===== config.mk =====
export PLATFORM = sky130hd
export DESIGN_NAME = bank_command_sequencer
export DESIGN_NICKNAME = d
export VERILOG_FILES = /design/src/rtl/bank_command_sequencer_pkg.sv /design/src/rtl/bank_command_sequencer_timing_counter.sv /design/src/rtl/bank_command_sequencer.sv
export SDC_FILE = /design/constraint.sdc
export NUM_CORES = 1
export LEC_CHECK = 0
export CAP_MARGIN = 10
export CORE_MARGIN = 2
export CORE_UTILIZATION = 45
export DETAILED_ROUTE_END_ITERATION = 8
export PLACE_DENSITY = 0.77
export SLEW_MARGIN = 20
export SYNTH_ARGS = -nofsm -noshare
export SYNTH_HDL_FRONTEND = slang
export SYNTH_SLANG_ARGS = --single-unit

===== constraint.sdc =====
create_clock -name i_clk -period 2.8 [get_ports i_clk]
set_input_delay 0.84 -clock i_clk [delete_from_list [all_inputs] [get_ports i_clk]]
set_output_delay 0.84 -clock i_clk [all_outputs]
set_load 0.01 [all_outputs]

===== src/rtl/bank_command_sequencer_pkg.sv =====
// bank_command_sequencer_pkg: command/state types, DRAM encodings and default timings for the bank sequencer
package bank_command_sequencer_pkg;
  localparam int DEF_COL_BITS = 10;
  localparam int DEF_T_RCD = 4;
  localparam int DEF_T_RP = 4;
  localparam int DEF_T_RAS = 10;
  localparam int DEF_T_RFC = 20;
  localparam int DEF_T_REFI = 200;
  localparam int TIMER_W = 16;
  typedef enum logic [2:0] {CMD_NOP, CMD_ACT, CMD_PRE, CMD_RD, CMD_WR, CMD_REF} cmd_e;
  typedef enum logic [2:0] {S_IDLE, S_PRE, S_ACT, S_COL, S_REF} state_e;
  function automatic logic [3:0] cmd_enc(input cmd_e c);
    return c == CMD_REF ? 4'b0001 :
           c == CMD_PRE ? 4'b0010 :
           c == CMD_ACT ? 4'b0011 :
           c == CMD_RD  ? 4'b0101 :
           c == CMD_WR  ? 4'b0100 : 4'b1111;
  endfunction
endpackage


===== src/rtl/bank_command_sequencer_timing_counter.sv =====
// bank_timing_counter: loadable down-counter that stops at zero and flags it
module bank_timing_counter #(
  parameter int W = 16
) (
  input  logic         i_clk,
  input  logic         i_rst_n,
  input  logic         i_load,
  input  logic [W-1:0] i_value,
  output logic         o_zero
);
  logic [W-1:0] r_cnt;
  always_ff @(posedge i_clk or negedge i_rst_n)
    if (!i_rst_n) r_cnt <= '0;
    else if (i_load) r_cnt <= i_value;
    else if (r_cnt != '0) r_cnt <= r_cnt - 1'b1;
  assign o_zero = r_cnt == '0;
endmodule


===== src/rtl/bank_command_sequencer.sv =====
// bank_command_sequencer: open-page per-bank DRAM command sequencer; each command state waits on its timer before asserting valid
module bank_command_sequencer
  import bank_command_sequencer_pkg::*;
#(
  parameter int COL_BITS = DEF_COL_BITS,
  parameter int T_RCD = DEF_T_RCD,
  parameter int T_RP = DEF_T_RP,
  parameter int T_RAS = DEF_T_RAS,
  parameter int T_RFC = DEF_T_RFC,
  parameter int T_REFI = DEF_T_REFI
) (
  input  logic        i_clk,
  input  logic        i_rst_n,
  input  logic        i_valid,
  output logic        o_ready,
  input  logic [31:0] i_addr,
  input  logic [31:0] i_data,
  input  logic        i_is_write,
  input  logic [31:0] i_request_id,
  output logic        o_cmd_valid,
  input  logic        i_cmd_ready,
  output logic [31:0] o_cmd_addr,
  output logic [31:0] o_cmd_data,
  output logic        o_cmd_cs,
  output logic        o_cmd_ras,
  output logic        o_cmd_cas,
  output logic        o_cmd_we,
  output logic [31:0] o_cmd_request_id,
  output logic [63:0] o_global_cycle,
  output logic        o_resp_valid,
  output logic [31:0] o_resp_request_id
);
  localparam int RW = 32 - COL_BITS;
  state_e r_state, w_next;
  cmd_e w_cmd;
  logic [31:0] r_addr, r_data, r_id, r_resp_id;
  logic [RW-1:0] r_open_row;
  logic [15:0] r_ref_cnt;
  logic [63:0] r_cycle;
  logic [TIMER_W-1:0] w_wait_val;
  logic r_is_write, r_row_open, r_ref_pre, r_pend, r_resp_valid;
  logic w_wait_zero, w_ras_zero, w_fire, w_accept, w_hit, w_due, w_owned;
  assign w_hit = r_row_open && i_addr[31:COL_BITS] == r_open_row;
  assign w_due = r_ref_cnt == 16'(T_REFI - 1);
  assign o_ready = i_rst_n && r_state == S_IDLE && !r_pend && w_wait_zero;
  assign w_accept = i_valid && o_ready;
  assign w_cmd = !w_wait_zero ? CMD_NOP :
                 r_state == S_PRE ? (w_ras_zero ? CMD_PRE : CMD_NOP) :
                 r_state == S_ACT ? CMD_ACT :
                 r_state == S_COL ? (r_is_write ? CMD_WR : CMD_RD) :
                 r_state == S_REF ? CMD_REF : CMD_NOP;
  assign o_cmd_valid = w_cmd != CMD_NOP;
  assign w_fire = o_cmd_valid && i_cmd_ready;
  assign w_owned = o_cmd_valid && w_cmd != CMD_REF && !(w_cmd == CMD_PRE && r_ref_pre);
  assign {o_cmd_cs, o_cmd_ras, o_cmd_cas, o_cmd_we} = cmd_enc(w_cmd);
  assign o_cmd_addr = !w_owned && w_cmd != CMD_PRE ? '0 :
                      w_cmd == CMD_PRE && r_ref_pre ? {r_open_row, {COL_BITS{1'b0}}} : r_addr;
  assign o_cmd_data = w_cmd == CMD_WR ? r_data : '0;
  assign o_cmd_request_id = w_owned ? r_id : '0;
  assign o_global_cycle = r_cycle;
  assign o_resp_valid = r_resp_valid;
  assign o_resp_request_id = r_resp_id;
  assign w_wait_val = r_state == S_PRE ? TIMER_W'(T_RP - 1) :
                      r_state == S_ACT ? TIMER_W'(T_RCD - 1) : TIMER_W'(T_RFC - 1);
  always_comb begin
    w_next = r_state;
    if (r_state == S_IDLE)
      w_next = w_wait_zero && r_pend ? (r_row_open ? S_PRE : S_REF) :
               w_accept ? (w_hit ? S_COL : r_row_open ? S_PRE : S_ACT) : S_IDLE;
    else if (w_fire)
      w_next = r_state == S_PRE ? (r_ref_pre ? S_REF : S_ACT) :
               r_state == S_ACT ? S_COL : S_IDLE;
  end
  bank_timing_counter #(.W(TIMER_W)) u_wait (
    .i_clk(i_clk), .i_rst_n(i_rst_n),
    .i_load(w_fire && r_state != S_COL), .i_value(w_wait_val), .o_zero(w_wait_zero)
  );
  bank_timing_counter #(.W(TIMER_W)) u_ras (
    .i_clk(i_clk), .i_rst_n(i_rst_n),
    .i_load(w_fire && r_state == S_ACT), .i_value(TIMER_W'(T_RAS - 1)), .o_zero(w_ras_zero)
  );
  always_ff @(posedge i_clk or negedge i_rst_n)
    if (!i_rst_n) begin
      r_state <= S_IDLE;
      r_cycle <= '0;
      r_ref_cnt <= '0;
      r_pend <= 1'b0;
      r_addr <= '0;
      r_data <= '0;
      r_id <= '0;
      r_is_write <= 1'b0;
      r_ref_pre <= 1'b0;
      r_row_open <= 1'b0;
      r_open_row <= '0;
      r_resp_valid <= 1'b0;
      r_resp_id <= '0;
    end else begin
      r_state <= w_next;
      r_cycle <= r_cycle + 64'd1;
      r_ref_cnt <= w_due ? '0 : r_ref_cnt + 16'd1;
      r_pend <= w_due || (r_pend && !(w_fire && r_state == S_REF));
      if (w_accept) begin
        r_addr <= i_addr;
        r_data <= i_data;
        r_id <= i_request_id;
        r_is_write <= i_is_write;
      end
      if (r_state == S_IDLE) r_ref_pre <= r_pend;
      if (w_fire && r_state == S_PRE) r_row_open <= 1'b0;
      if (w_fire && r_state == S_ACT) begin
        r_row_open <= 1'b1;
        r_open_row <= r_addr[31:COL_BITS];
      end
      r_resp_valid <= w_fire && r_state == S_COL;
      r_resp_id <= w_fire && r_state == S_COL ? r_id : '0;
    end
endmodule


==> impl_metrics.tcl <==
set metrics [dict create \
    status "finished, violations left" \
    violations "setup timing" \
    worstHoldPathType "in -> async" \
    worstMarginPinSlew_ns 0.919 \
    grt_overflow 0 \
    hold_violations 0 \
    criticalPathCategory "reg -> out" \
    synthArstFlopShare_pct 100 \
    insertion_delay_ns 0.56 \
    wl_per_cell_um 19.3 \
    post_dp_cell_area_sq_mm 0.0161 \
    crit_path_end_kind "output port" \
    ctsHoldBuffers 0 \
    gp_congestion 0.872 \
    arrival_ns 2.59 \
    synthFlopType "dfrtp_1" \
    final_cell_count_no_fill 1834 \
    io_pins 300 \
    antenna_found_initial 1 \
    die_w_um 169 \
    critPathMaxFanout 12 \
    io_buffers 299 \
    slowest_delay_ns 0.40 \
    dp.cells 1739 \
    ant_nets 0 \
    vias 9673 \
    grt_pass1_wl_um 54600 \
    fin_area_sq_mm 0.0180 \
    synth_top_cell_area_share_pct 55.1 \
    setup_viol_count_final 102 \
    fmax_mhz 292 \
    synth_compound_area_share_pct 2.30 \
    cts-root-buf "clkbuf_16" \
    grtUsageTotal_pct 24.1 \
    synth_top_family_by_area "simple AND/OR/NAND/NOR gates" \
    post-route-period-util_pct 122 \
    drv_cap 0 \
    synth_nets 1172 \
    grt_pass1_vias 10100 \
    finish.net_count 1574 \
    htreeDepth 1 \
    yosys_register_bits 270 \
    required_ns 1.96 \
    cts_tree "built" \
    synthTopCellsByArea "dfrtp_1 (55%), mux2_2 (9.3%), and2_1 (5.5%)" \
    core_area_sq_mm 0.0269 \
    clockBufferDepth 3 \
    crit_family "simple AND/OR/NAND/NOR gates" \
    synth.area.mux_share_pct 11.7 \
    initial_core_util_pct 45.6 \
    crit_slowest_cell "dfrtp_1" \
    p_leak_nw 8.37 \
    via_per_inst 5.27 \
    post-route-min-period_ns 3.43 \
    critical_path_buf_inv_count 3 \
    area_growth_pct 46.9 \
    cp-start-kind "flip-flop" \
    grt_setup_unrepaired "yes" \
    synth_xor_area_share_pct 8.86 \
    irDropWorstVdd_mv 0.467 \
    synth_area_leader_cell "dfrtp_1" \
    cts_made_buffers 31 \
    rows 60 \
    netlist_instances 1065 \
    final_max_slew_viol_count 0 \
    die_y_um 169 \
    synth-edff-count 0 \
    avgSynthCellArea_sq_um 11.5 \
    ys_types 47 \
    slew-limit-headroom_pct 38.7 \
    synth_warnings 0 \
    cts_sinks 270 \
    drt-total-wl_um 35400 \
    synth_most_common_cell "dfrtp_1" \
    drtIter0Drc 470 \
    ys_top_cells_by_count "dfrtp_1 (270), and2_1 (108), mux2_2 (101)" \
    route.detailed.drc 0 \
    p_per_area_mw_per_mm2 541 \
    dr.pass1.iters 5 \
    clock_skew_ns 0.0155 \
    grt_max_degree 81 \
    drive_above_1_share_pct 33.2 \
    hpwlAfterDp_um 22400 \
    die_area_sq_mm 0.0286 \
    layout_setup_ws_ns -0.626 \
    synth_simple_gate_area_share_pct 19.2 \
    path_clk_slew_ns 0.07 \
    yosysSeqAreaShare_pct 55.1 \
    worstPathCellList "nor4_4 -> and4_4 -> and4b_2 -> buf_4 -> buf_8 -> nand2_1 -> a21oi_2 -> buf_2" \
    syn_area_sq_mm 0.0123 \
    synth-adder-area-share_pct 0.612 \
]
[path summary, 6_finish.rpt]
| kind | end | depth (start not counted) | from | slack (ns) |
|---|---|---|---|---|
| worst max-delay path | o_cmd_addr[30] | 8 | u_wait.r_cnt[3] | -0.63 |
| worst min-delay path | r_ref_cnt[9] | 2 | i_rst_n | 0.36 |
| worst max register to register | r_addr[2] | 9 | u_wait.r_cnt[0] | 0.28 |
| worst min register to register | o_global_cycle[63] | 1 | o_global_cycle[63] | 0.47 |
| max in group asynchronous | o_global_cycle[63] | 3 | i_rst_n | 1.11 |
| min in group i_clk | o_global_cycle[63] | 1 | o_global_cycle[63] | 0.47 |
[cells by family (layout without fill, tap and decap cells)]
| group | count (synthesis) | after routing |
|---|---|---|
| compound gates | 50 | 50 |
| xor+xnor | 124 | 124 |
| fa+ha+maj | 6 | 6 |
| buf+inv | 62 | 489 |
| flops | 270 | 270 |
| mux | 121 | 121 |
| other cells | 0 | 1 |
| simple gates | 432 | 432 |
[sequential cells by signal, indices dropped and copies added, names as in the netlist, 3 cells and up]
name               count
o_resp_request_id     32
u_wait.r_cnt          16
r_data                32
r_ref_cnt             16
r_open_row            22
u_ras.r_cnt           16
o_global_cycle        64
r_id                  32
r_addr                32
r_state                3
[layout make-up]
type	count	area [sq um]
diodes	1	2.50
clock buffers	41	863
clock inverters	17	226
fillers	1900	8860
inverters	21	78.8
multi-input cells	733	5620
flip-flops and latches	270	6760
well taps	341	427
repair buffers	410	4040
[per-layer routing]
layer	global-route usage, %	wire [um]
met2	41.0	17400
met4	9.88	1500
met5	0	0
met1	29.5	14100
met3	6.03	2470
[worst register-to-register path, delay by kind of cell, from the launching register on]
family                     cells  cell delay (ns)
adders and majority gates      1             0.12
buffers and inverters          4             0.63
DFF                            1             0.39
muxes                          1             0.46
and+or+nand+nor                3             0.82
[report_power, final]
group	internal [mW]	total, mW	switching, mW	leakage, nW
logic	0.659	1.16	0.497	4.19
clock network	2.63	4.30	1.67	0.535
registers	4.11	4.29	0.185	3.65
[per-stage QoR]
step / util, % / TNS, ns / power (mW) / worst slack [ns] / hold WS (ns)
2_1_floorplan: - / 0 / 4.76 / 0.0294 / 0.444
3_3_place_gp: 60.0 / -35.35 / 5.37 / -0.452 / 0.463
3_5_place_dp: 60.0 / -42.72 / 5.40 / -0.566 / 0.463
4_1_cts: 65.0 / -53.17 / 9.75 / -0.611 / 0.362
5_1_grt: 67.0 / -62.26 / 10.1 / -0.752 / 0.387
6_report: 67.0 / -51.68 / 9.74 / -0.626 / 0.360
[what timing repair did]
item	in CTS	in global routing
buffers inserted	22	9
resized for setup	499	115
endpoints found under the setup margin	102	102
pin swaps	30	26
gates cloned	9	4
[cells in the final DEF, fill, tap and decap left out, types with 6 or more instances in the layout]
master	count
nor3_1	24
nor2_1	53
mux2_4	20
xnor2_1	66
xor2_1	58
nand2_1	80
and4_1	6
nand4_1	28
and2_4	45
buf_12	10
nand2_2	15
buf_6	66
nor4_1	26
mux2_2	101
buf_2	43
a21oi_2	15
clkinv_2	7
clkbuf_16	34
nand3_1	38
o21ai_0	8
and2_1	63
dfrtp_1	270
a21oi_1	12
clkdlybuf4s50_1	196
buf_4	77
inv_1	17
and3_1	6
Power figures use the tool's default switching activity.
